===== config.mk =====
export PLATFORM = sky130hd
export DESIGN_NAME = ex_mem_stage
export DESIGN_NICKNAME = d
export VERILOG_FILES = /design/src/rtl/riscv_pkg.sv /design/src/rtl/pipe_skid_buf.sv /design/src/rtl/ex_mem_stage.sv
export SDC_FILE = /design/constraint.sdc
export NUM_CORES = 1
export LEC_CHECK = 0
export ABC_AREA = 1
export BUFFER_PORTS_ARGS = -buffer_cell sky130_fd_sc_hd__clkbuf_2
export CORE_ASPECT_RATIO = 1.4
export CORE_UTILIZATION = 51
export CTS_BUF_LIST = sky130_fd_sc_hd__clkbuf_2 sky130_fd_sc_hd__clkbuf_4 sky130_fd_sc_hd__clkbuf_8
export DETAILED_ROUTE_END_ITERATION = 10
export PLACE_DENSITY_LB_ADDON = 0.05
export SLEW_MARGIN = 10
export SYNTH_ARGS = -nofsm -noshare
export SYNTH_HDL_FRONTEND = slang
export SYNTH_SLANG_ARGS = --single-unit

===== constraint.sdc =====
create_clock -name clk -period 1.5 [get_ports clk]
set_clock_uncertainty 0.2 [all_clocks]
set_input_delay 0.075 -clock clk [delete_from_list [all_inputs] [get_ports clk]]
set_output_delay 0.075 -clock clk [all_outputs]
set_load 0.05 [all_outputs]

===== src/rtl/riscv_pkg.sv =====
// ---------------------------------------------------------------------------
// riscv_pkg
//   Shared types and constants for the EX->MEM pipeline stage.
//   - XLEN / REG_AW       : datapath and register-index widths
//   - FLAG_ZERO/FLAG_SIGN : bit positions inside the 2-bit ALU flag vector
//   - ex_mem_ctrl_t       : writeback / memory control bits
//   - ex_mem_payload_t    : everything the stage carries from EX to MEM
//   - skid_state_e        : occupancy state of the 2-entry skid buffer
// ---------------------------------------------------------------------------
package riscv_pkg;

    localparam int XLEN      = 32;
    localparam int REG_AW    = 5;

    localparam int FLAG_ZERO = 0;
    localparam int FLAG_SIGN = 1;

    typedef struct packed {
        logic reg_write;
        logic mem_read;
        logic mem_write;
    } ex_mem_ctrl_t;

    typedef struct packed {
        logic [XLEN-1:0]   result;
        logic [1:0]        flag;
        logic [REG_AW-1:0] rd;
        ex_mem_ctrl_t      ctrl;
        logic [XLEN-1:0]   store_data;
    } ex_mem_payload_t;

    localparam int EX_MEM_PAYLOAD_W = $bits(ex_mem_payload_t);

    typedef enum logic [1:0] {
        SKID_EMPTY = 2'd0,  // nothing held
        SKID_ONE   = 2'd1,  // main register valid
        SKID_TWO   = 2'd2   // main + skid registers valid
    } skid_state_e;

endpackage


===== src/rtl/pipe_skid_buf.sv =====
// ---------------------------------------------------------------------------
// pipe_skid_buf
//   Generic 2-entry valid/ready pipeline buffer. The downstream side is
//   always driven from the main register; a second (skid) register absorbs
//   the one extra beat that arrives while the registered in_ready is still
//   high, so out_ready never reaches in_ready combinationally.
// Ports
//   clk, rst_n          clock, asynchronous active-low reset
//   flush               synchronous squash of every held entry
//   in_valid/in_ready   upstream handshake (in_ready is a register)
//   in_data  [W-1:0]    upstream payload
//   out_valid/out_ready downstream handshake
//   out_data [W-1:0]    downstream payload (main register)
// ---------------------------------------------------------------------------
module pipe_skid_buf
    import riscv_pkg::*;
#(
    parameter int W = 8
) (
    input  logic         clk,
    input  logic         rst_n,
    input  logic         flush,
    input  logic         in_valid,
    output logic         in_ready,
    input  logic [W-1:0] in_data,
    output logic         out_valid,
    input  logic         out_ready,
    output logic [W-1:0] out_data
);

    skid_state_e  state, state_next;
    logic [W-1:0] main_q, skid_q;
    logic         push, pop;
    logic         load_main_in, load_main_skid, load_skid;

    assign out_valid = (state != SKID_EMPTY);
    assign out_data  = main_q;
    assign push      = in_valid & in_ready;
    assign pop       = out_valid & out_ready;

    // NOTE: every variable gets a default before the case so no path leaves
    // it unassigned; otherwise synthesis infers a latch.
    always_comb begin
        state_next     = state;
        load_main_in   = 1'b0;
        load_main_skid = 1'b0;
        load_skid      = 1'b0;
        unique case (state)
            SKID_EMPTY: begin
                if (push) begin
                    state_next   = SKID_ONE;
                    load_main_in = 1'b1;
                end
            end
            SKID_ONE: begin
                if (push && !pop) begin
                    state_next = SKID_TWO;
                    load_skid  = 1'b1;
                end else if (push && pop) begin
                    load_main_in = 1'b1;
                end else if (pop) begin
                    state_next = SKID_EMPTY;
                end
            end
            SKID_TWO: begin
                // in_ready is low here, so only a pop can happen.
                if (pop) begin
                    state_next     = SKID_ONE;
                    load_main_skid = 1'b1;
                end
            end
            default: state_next = SKID_EMPTY;
        endcase
        // Flush wins over any push/pop: the pop still completes downstream
        // (it is observed this cycle) but nothing new is captured.
        if (flush) begin
            state_next     = SKID_EMPTY;
            load_main_in   = 1'b0;
            load_main_skid = 1'b0;
            load_skid      = 1'b0;
        end
    end

    // NOTE: sequential state uses non-blocking assignments so every register
    // samples pre-edge values regardless of statement order.
    always_ff @(posedge clk or negedge rst_n) begin
        if (!rst_n) begin
            state    <= SKID_EMPTY;
            in_ready <= 1'b1;
        end else begin
            state    <= state_next;
            in_ready <= (state_next != SKID_TWO);
        end
    end

    // NOTE: payload registers are reset too: the main register is visible on
    // the outputs and must read zero out of reset; the skid register is reset
    // so its contents are never X in simulation.
    always_ff @(posedge clk or negedge rst_n) begin
        if (!rst_n) begin
            main_q <= '0;
            skid_q <= '0;
        end else begin
            if (load_main_in)
                main_q <= in_data;
            else if (load_main_skid)
                main_q <= skid_q;
            if (load_skid)
                skid_q <= in_data;
        end
    end

endmodule


===== src/rtl/ex_mem_stage.sv =====
// ---------------------------------------------------------------------------
// ex_mem_stage
//   EX->MEM pipeline register directly after the ALU. Packs the ALU result,
//   flags and writeback/memory controls into one payload and passes it
//   through a 2-entry skid buffer (1-cycle latency, strict FIFO order).
//   Payload passes through unmodified; rd==0 is forwarded as-is.
// Ports
//   clk, rst_n, flush        clock, async active-low reset, sync squash
//   in_valid / in_ready      EX-side handshake (in_ready registered)
//   ALUresult, Flag, rd, reg_write, mem_read, mem_write, store_data
//                            EX-side payload (Flag[0]=zero, Flag[1]=sign)
//   out_valid / out_ready    MEM-side handshake
//   out_result, out_flag, out_rd, out_reg_write, out_mem_read,
//   out_mem_write, out_store_data   held payload toward MEM
//   stall_cnt [31:0]         only with EXMEM_STALL_CNT_EN: saturating count
//                            of cycles with out_valid & !out_ready, cleared
//                            by reset only
// Configuration macro: EXMEM_STALL_CNT_EN
// ---------------------------------------------------------------------------
module ex_mem_stage
    import riscv_pkg::*;
(
    input  logic              clk,
    input  logic              rst_n,
    input  logic              flush,
    input  logic              in_valid,
    output logic              in_ready,
    input  logic [XLEN-1:0]   ALUresult,
    input  logic [1:0]        Flag,
    input  logic [REG_AW-1:0] rd,
    input  logic              reg_write,
    input  logic              mem_read,
    input  logic              mem_write,
    input  logic [XLEN-1:0]   store_data,
    output logic              out_valid,
    input  logic              out_ready,
    output logic [XLEN-1:0]   out_result,
    output logic [1:0]        out_flag,
    output logic [REG_AW-1:0] out_rd,
    output logic              out_reg_write,
    output logic              out_mem_read,
    output logic              out_mem_write,
    output logic [XLEN-1:0]   out_store_data
`ifdef EXMEM_STALL_CNT_EN
    ,
    output logic [31:0]       stall_cnt
`endif
);

    ex_mem_payload_t pl_in, pl_out;

    always_comb begin
        pl_in                = '0;
        pl_in.result         = ALUresult;
        pl_in.flag[FLAG_ZERO] = Flag[FLAG_ZERO];
        pl_in.flag[FLAG_SIGN] = Flag[FLAG_SIGN];
        pl_in.rd             = rd;
        pl_in.ctrl.reg_write = reg_write;
        pl_in.ctrl.mem_read  = mem_read;
        pl_in.ctrl.mem_write = mem_write;
        pl_in.store_data     = store_data;
    end

    pipe_skid_buf #(
        .W (EX_MEM_PAYLOAD_W)
    ) u_skid (
        .clk       (clk),
        .rst_n     (rst_n),
        .flush     (flush),
        .in_valid  (in_valid),
        .in_ready  (in_ready),
        .in_data   (pl_in),
        .out_valid (out_valid),
        .out_ready (out_ready),
        .out_data  (pl_out)
    );

    assign out_result     = pl_out.result;
    assign out_flag       = pl_out.flag;
    assign out_rd         = pl_out.rd;
    assign out_reg_write  = pl_out.ctrl.reg_write;
    assign out_mem_read   = pl_out.ctrl.mem_read;
    assign out_mem_write  = pl_out.ctrl.mem_write;
    assign out_store_data = pl_out.store_data;

`ifdef EXMEM_STALL_CNT_EN
    // Flush deliberately does not clear the counter; it measures MEM stalls
    // over the whole run.
    always_ff @(posedge clk or negedge rst_n) begin
        if (!rst_n)
            stall_cnt <= '0;
        else if (out_valid && !out_ready && (stall_cnt != 32'hFFFF_FFFF))
            stall_cnt <= stall_cnt + 32'd1;
    end
`endif

endmodule


Yosys cells after proc, flatten, opt, wreduce, memory -nomap -nowiden
Index checks and enable logic that the tools add are counted.

Register bits: 151. Output and inout port bits: 76. Logic and storage cells: 35.

Equality and inequality tests: 3. Muxes and demuxes: 20. Bitwise operators: 2. Reductions and logical operators: 6.

Operator list (number): 74-bit 2-to-1 mux (2); 2-bit 2-to-1 mux (6); 1-bit 2-to-1 mux (10); 2-bit one-hot mux with 3 select lines (1); 2-bit nonzero test (2); 1-bit bitwise AND (2); 2-bit by 1-bit == test with 1-bit output (second input constant) (1); 2-bit == test (second input constant) (1); 1-bit logical AND (2); 2-bit zero test (1); 2-bit != test (second input constant) (1); 1-bit one-hot mux with 2 select lines (1); 1-bit zero test (1).

Logic depth before layout (Yosys ltp)
Gate-level depths: netlist (run 1).

Word-level depth: 8. Depth in mapped cells: 9. Mapped depth without buffers: 7.

Worst setup path before layout (run 1)
No wires, ideal clock.

Path kind: flip-flop to flip-flop. Start: register u_skid.in_ready. End: register u_skid.main_q[0], in the netlist u_skid.out_data[0]. Data arrival time: 1536 ps. Data required time: 1182 ps. Path slack: -354 ps. Stages on the path, launching flop included: 8. Buffers on the path: 2. Path through: dfstp_2 > nand2_1 > nor2_2 > buf_2 > buf_2 > nand3_1 > nand2_1 > nand2_1.

Word-level cells in the longest chain between the ends: 7. Elaborated cells between the ends (all ways): 10. Those cells by class: 6 x mux; 1 x bitwise; 3 x reduce/logical.

RTL lines: start: declaration (RTL line pipe_skid_buf.sv:24) `output logic in_ready,`; start signal: assignment (RTL line pipe_skid_buf.sv:92) `in_ready <= (state_next != SKID_TWO);`; 1-bit bitwise AND (*) (RTL line pipe_skid_buf.sv:38) `assign push = in_valid & in_ready;`; 1-bit logical AND (RTL line pipe_skid_buf.sv:59) `end else if (push && pop) begin`; 1-bit 2-to-1 mux (RTL line pipe_skid_buf.sv:59); 1-bit 2-to-1 mux (RTL line pipe_skid_buf.sv:56) `if (push && !pop) begin`; 1-bit one-hot mux with 2 select lines (*) (RTL line pipe_skid_buf.sv:48) `unique case (state)`; 1-bit 2-to-1 mux (*) (RTL line pipe_skid_buf.sv:76) `if (flush) begin`; 74-bit 2-to-1 mux / 2-bit nonzero test (equally long branches); end signal: assignment (RTL line pipe_skid_buf.sv:105) `main_q <= in_data;`; end signal: assignment (RTL line pipe_skid_buf.sv:107) `main_q <= skid_q;`; end: declaration (RTL line pipe_skid_buf.sv:32) `logic [W-1:0] main_q, skid_q;`.

Every way passes the cells marked *; elsewhere a longest branch is shown, timed or not. A chain may end at the register's enable or synchronous reset.

Final worst setup path (run 1)
Start: register u_skid.in_ready. End: register u_skid.skid_q[44].

Word-level cells in the longest chain between the ends: 5.

RTL lines: 1-bit bitwise AND (RTL line pipe_skid_buf.sv:38); 1-bit logical AND (RTL line pipe_skid_buf.sv:56); 1-bit 2-to-1 mux (RTL line pipe_skid_buf.sv:56); 1-bit 2-to-1 mux (RTL line pipe_skid_buf.sv:48); 1-bit 2-to-1 mux (RTL line pipe_skid_buf.sv:76); end signal: assignment (RTL line pipe_skid_buf.sv:109) `skid_q <= in_data;`; end: declaration (RTL line pipe_skid_buf.sv:32).

No other way between the ends.

==> results of run 1 <==
## logic make-up after synthesis
kind of cell | after synthesis | share of synthesized area [%]
simple gates | 382 | 23.4
flops | 151 | 53.4
compound gates | 150 | 10.6
buf+inv | 217 | 12.6
## area by class of cell
| type | instances | share of cell area, % |
|---|---|---|
| tap | 182 | 2.09 |
| inverter | 153 | 5.29 |
| multi-input combinational | 532 | 26.9 |
| clock buffer | 24 | 2.86 |
| clock inverter | 8 | 0.872 |
| timing repair buffer | 311 | 27.3 |
| sequential | 151 | 34.7 |
## layer usage
metal,wire length [um],global-route usage (%),part of all wire (%)
met4,631,12.6,2.8
met5,0,0,0
met3,1270,4.93,5.6
met2,11600,46.0,51
met1,9260,34.8,41
## worst reg2reg max path: cells and delay by family, from the launching register on
kind / cells / cell delay, ps
DFF: 1 / 560
buffers and inverters: 3 / 490
and+or+nand+nor: 4 / 390
AOI/OAI and AO/OA: 1 / 70
## timing repair
| action | CTS | global route |
|---|---|---|
| hold endpoints to repair | 302 | 2 |
| setup buffers | 9 | 7 |
| endpoints found under the setup margin | 152 | 152 |
| pin swaps | 5 | 26 |
| gates resized for setup | 65 | 132 |
| gates cloned | 4 | 24 |
## cells in the final DEF (no fill, tap or decap), types with 2 or more instances in the layout
master and n:
nand2_1 179, bufinv_16 2, inv_1 150, nor2_4 3, clkbuf_2 151, o21ai_1 103
o21ai_0 11, buf_16 5, clkinv_2 4, o21ai_2 34, nand2_4 7, dlygate4sd3_1 79
buf_4 16, buf_8 4, o21ai_4 2, clkbuf_16 16, buf_6 12, dfrtp_1 149
clkbuf_8 21, buf_12 27, nand3_2 41, inv_2 2, clkinvlp_4 2, nand2_2 37
clkbuf_4 3, nand3_1 111
## metrics by stage
| stage | setup slack [ps] | setup TNS [ps] | total power, mW | instance area [um^2] | instances |
|---|---|---|---|---|---|
| 2_1_floorplan | -281 | -39550 | 8.11 | 7220 | 900 |
| 3_3_place_gp | -175 | -21470 | 9.02 | 8300 | 1207 |
| 3_5_place_dp | -236 | -28580 | 9.10 | 8300 | 1207 |
| 4_1_cts | -223 | -27990 | 12.7 | 9900 | 1331 |
| 5_1_grt | -385 | -46130 | 13.9 | 10900 | 1361 |
| 6_report | -318 | -38480 | 13.2 | 10900 | 1361 |
## power breakdown
group          switching [mW]  internal (mW)
clock network            1.52           1.70
registers               0.638           4.97
logic                    2.84           1.51
total                    5.00           8.18
## worst paths after layout
path                                        start                  end  slack, ps  cells after the start
max in group asynchronous                   rst_n  u_skid.out_data[19]        140                      4
worst min register to register  u_skid.skid_q[48]    u_skid.skid_q[48]        290                      2
worst max register to register    u_skid.in_ready    u_skid.skid_q[44]       -320                      8
worst min-delay path                    out_ready      u_skid.state[1]       -280                      2
worst max-delay path              u_skid.in_ready    u_skid.skid_q[44]       -320                      8
min in group asynchronous                   rst_n  u_skid.out_data[17]        390                      3
## flip-flops by register name (all words and copies together) (netlist names)
name             flops
u_skid.in_ready      1
u_skid.out_data     74
u_skid.skid_q       74
u_skid.state         2
==> flow_summary.yaml, run 1 <==
outcome:
  outcome: "finished with violations"
  violations: "negative hold slack, negative setup slack"
final_layout:
  multi_input_area_mm2: 0.00293
  areaGrowthSynthToFinish_pct: 54.0
  drive_gt1_share_pct: 33.5
  seqCellArea_mm2: 0.00378
  n_antenna_cell: 0
  postLayoutCoreUtil_pct: 81.0
  fill_cells: 850
  nets: 1245
yosys:
  yosysSeqAreaShare_pct: 53.4
  synth_cell_types: 18
  dominantRegCellSynth: "dfrtp_1"
  synthTopCellsByCount: "nand2_1, nand3_1, inv_1, dfrtp_1, o21ai_1"
  synth_nets: 979
  synth_warnings: 0
  synth_top_area_share_pct: 53.1
  async_flop_share_pct: 100
  synth.most_common_cell: "nand2_1"
  synth_top_area_cell: "dfrtp_1"
  synth.avg_cell_area_um2: 7.86
  syn_area_mm2: 0.00708
  synth_edf_count: 0
  ys_ff_latch: 151
  syn_inst: 900
  synth_area_leaders: "dfrtp_1, nand2_1, nand3_1, inv_1, o21ai_1"
min_path:
  hold_path_class: "in -> reg"
sta:
  hold_ws_ps: -280
  setup_slack_ps: -318
  hold_violations: 2
  worst_slew_pin_slew_ps: 340
  relSlewSlack_pct: 77.4
  period_needed_ps: 1820
  slew_viol_final: 0
  fmax_mhz: 550
  fin_crit_sh_pct: 121
  setup_viol: 152
  rsz0062_at_grt: "true"
routing:
  vias_per_cell: 5.28
  routedWlPerCell_um: 16.7
  vias: 7181
  drtIter0Drc: 429
  drc: 0
  wirelength_mm: 22.7
  first_pass_iters: 7
  ant_nets: 0
floorplanning:
  ios: 155
  die_h_um: 141
  dieArea_mm2: 0.0144
  chipWidth_um: 102
  initial_core_util_pct: 52.6
  num_rows: 50
  core-area_mm2: 0.0135
clocking:
  cts_tree: "built"
  clk_pin_slew_ps: 80
  numCtsBuffers: 17
  numClockSinks: 151
  clockRootBuffer: "clkbuf_8"
  clkLatencyLatePin_ps: 470
  cts_max_level: 4
  clock_path_buffers: 2
  cts_hold_buf: 79
power:
  power_density_mw_per_mm2: 1210
  peakVddDrop_mv: 0.847
  leakage_nw: 5.73
critical_path:
  path_buf_inv: 3
  critPathCaptureType: "flop"
  cp_top_family: "flip-flops"
  crit_path_max_fanout: 11
  cp_cell_sequence: "nand2_4, nor2_4, buf_6, nand3_4, buf_12, clkbuf_16, nand2_1, o21ai_1"
  cp_slowest_cell: "dfstp_2"
  cp_data_required_time_ps: 1650
  max_stage_delay_ps: 560
  worst-setup-path-type: "reg -> reg"
  cp-start-kind: "flop"
  arrival_ps: 1970
global_routing:
  grt_pass1_vias: 6497
  grt_usage_pct: 27.7
  grt_pass1_wl_mm: 30.9
  antenna_found_initial: 0
  grt_max_degree: 69
  overflow: 0
place:
  dp_hpwl_mm: 10.8
  portBuffers: 154
  place_congestion: 0.764
run:
  cap_violations: 0
Power figures use the tool's default switching activity.
==> run 2, diff against run 1 <==
--- a/config.mk
+++ b/config.mk
@@ -12,5 +12,6 @@
 export CTS_BUF_LIST = sky130_fd_sc_hd__clkbuf_2 sky130_fd_sc_hd__clkbuf_4 sky130_fd_sc_hd__clkbuf_8
 export DETAILED_ROUTE_END_ITERATION = 10
-export PLACE_DENSITY_LB_ADDON = 0.05
+export GPL_TIMING_DRIVEN = 0
+export PLACE_DENSITY = 0.8
 export SLEW_MARGIN = 10
 export SYNTH_ARGS = -nofsm -noshare
==> constraint.sdc (replaced) <==
create_clock -name clk -period 1.5 [get_ports clk]
set_clock_uncertainty 0.2 [all_clocks]
set_input_delay 0.075 -clock clk [delete_from_list [all_inputs] [get_ports clk]]
set_output_delay 0.075 -clock clk [all_outputs]
set_load 0.1 [all_outputs]
==> flow_summary.yaml, run 2 (same netlist as run 1, synthesis figures left out) <==
outcome:
  outcome: "finished with violations"
  violations: "negative hold slack, negative setup slack"
routing:
  drtIter0Drc: 447
  vias: 7397
  vias_per_cell: 5.40
  wirelength_mm: 23.2
  drc: 0
  routedWlPerCell_um: 16.9
  ant_nets: 0
  first_pass_iters: 5
clocking:
  clock_path_buffers: 2
  cts_max_level: 4
  numCtsBuffers: 17
  cts_tree: "built"
  clockRootBuffer: "clkbuf_8"
  numClockSinks: 151
  clkLatencyLatePin_ps: 450
  clk_pin_slew_ps: 90
floorplanning:
  initial_core_util_pct: 52.6
  dieArea_mm2: 0.0144
  core-area_mm2: 0.0135
  die_h_um: 141
  ios: 155
  num_rows: 50
  chipWidth_um: 102
sta:
  hold_ws_ps: -54.6
  rsz0062_at_grt: "true"
  fin_crit_sh_pct: 130
  worst_slew_pin_slew_ps: 461
  slew_viol_final: 0
  setup_viol: 153
  fmax_mhz: 514
  hold_violations: 51
  setup_slack_ps: -445
  relSlewSlack_pct: 69.3
  period_needed_ps: 1950
critical_path:
  arrival_ps: 2130
  reg2reg_setup_slack_ps: -450
  cp_cell_sequence: "nand2_4, nor2_4, buf_12, nand2_8, buf_12, buf_6, o21ai_1, nand2_1, nand2_1"
  cp_slowest_cell: "dfstp_4"
  critPathCaptureType: "flop"
  worst-setup-path-type: "reg -> reg"
  max_stage_delay_ps: 640
  crit_path_max_fanout: 10
  cp-start-kind: "flop"
  cp_data_required_time_ps: 1680
final_layout:
  drive_gt1_share_pct: 34.6
  areaGrowthSynthToFinish_pct: 54.9
  layout_common_cells: "nand2_1, inv_1, dfrtp_1"
  layout_commonest_cell: "nand2_1"
  nets: 1254
power:
  leakage_nw: 5.62
  p_seq_share_pct: 37.2
  clockPowerShare_pct: 22.2
  switching_share_pct: 44.3
  power_density_mw_per_mm2: 1380
  power.internal_mw: 8.42
  peakVddDrop_mv: 1.00
  power.switching_mw: 6.71
  total_power_mw: 15.1
  p_comb_share_pct: 40.6
global_routing:
  grt_usage_pct: 29.8
  grt_max_degree: 82
  grt_pass1_wl_mm: 33.3
  overflow: 0
  antenna_found_initial: 0
  grt_pass1_vias: 7044
run:
  cap_violations: 0
min_path:
  hold_path_class: "in -> async"
place:
  portBuffers: 154
  place_congestion: 0.809
  dp_hpwl_mm: 12.3
## run 2: cell count changes in the layout (fill, tap and decap cells not counted), moves of 16 or more
cell | before | now
buf_8 | 4 | 20
buf_2 | 0 | 18
o21ai_0 | 11 | 29
clkbuf_2 | 151 | 79
o21ai_1 | 103 | 55
clkbuf_4 | 3 | 79
nand2_2 | 37 | 20
o21ai_2 | 34 | 63
## run 2: area by class of cell
type	count	area (um^2)
sequential	151	3780
multi-input combinational	532	3040
fill	740	2490
timing repair buffer	257	2220
buffer	63	689
inverter	153	574
clock buffer	21	277
tap	182	228
clock inverter	11	149
antenna	1	2.50
## run 2: layer usage
layer,share of wire (%),global-route usage [%]
met1,37,34.9
met2,53,51.1
met3,5.4,5.52
met4,4.3,16.2
met5,0,0
## run 2: final timing paths
check | depth (start not counted) | to | start
max | 9 | u_skid.out_data[28] | u_skid.in_ready
min | 2 | u_skid.out_data[65] | rst_n
max reg2reg | 9 | u_skid.out_data[28] | u_skid.in_ready
min reg2reg | 2 | u_skid.skid_q[0] | u_skid.skid_q[0]
max in group asynchronous | 3 | u_skid.skid_q[73] | rst_n
min in group clk | 6 | u_skid.state[0] | in_valid
## run 2: power by group through the flow
stage	Sequential, mW	Combinational [mW]	Clock [mW]
2_1_floorplan	8.25	1.34	0
3_3_place_gp	5.51	4.99	0
3_5_place_dp	5.55	5.08	0
4_1_cts	5.48	5.48	3.37
5_1_grt	5.69	6.46	3.54
6_report	5.62	6.14	3.37
## run 2: repair_timing
item                                   CTS  global route
buffers inserted                         5             6
pin swaps                                7            26
setup endpoints to repair              226           209
endpoints found under the hold margin  302             5
gates resized for setup                 98           267
gates cloned                             3             7
hold buffers                            80             2
## run 2: stage by stage
stage | setup TNS, ps | instances | utilization, % | cell area, um^2 | setup slack, ps
finish | -47760 | 1371 | 81.5 | 11000 | -445
global route | -54120 | 1370 | 81.4 | 11000 | -495
CTS | -44170 | 1357 | 74.7 | 10000 | -311
detailed placement | -41160 | 1237 | 61.9 | 8330 | -360
global placement | -399060 | 1236 | 61.7 | 8290 | -2410
floorplan | -50200 | 900 | - | 7300 | -358
## run 2: worst max-delay path: cells and delay by family (launching register included)
family / cells / cell delay (ps)
flip-flops: 1 / 640
AO/OA/AOI/OAI: 1 / 130
buffers and inverters: 3 / 450
AND/OR/NAND/NOR: 5 / 460
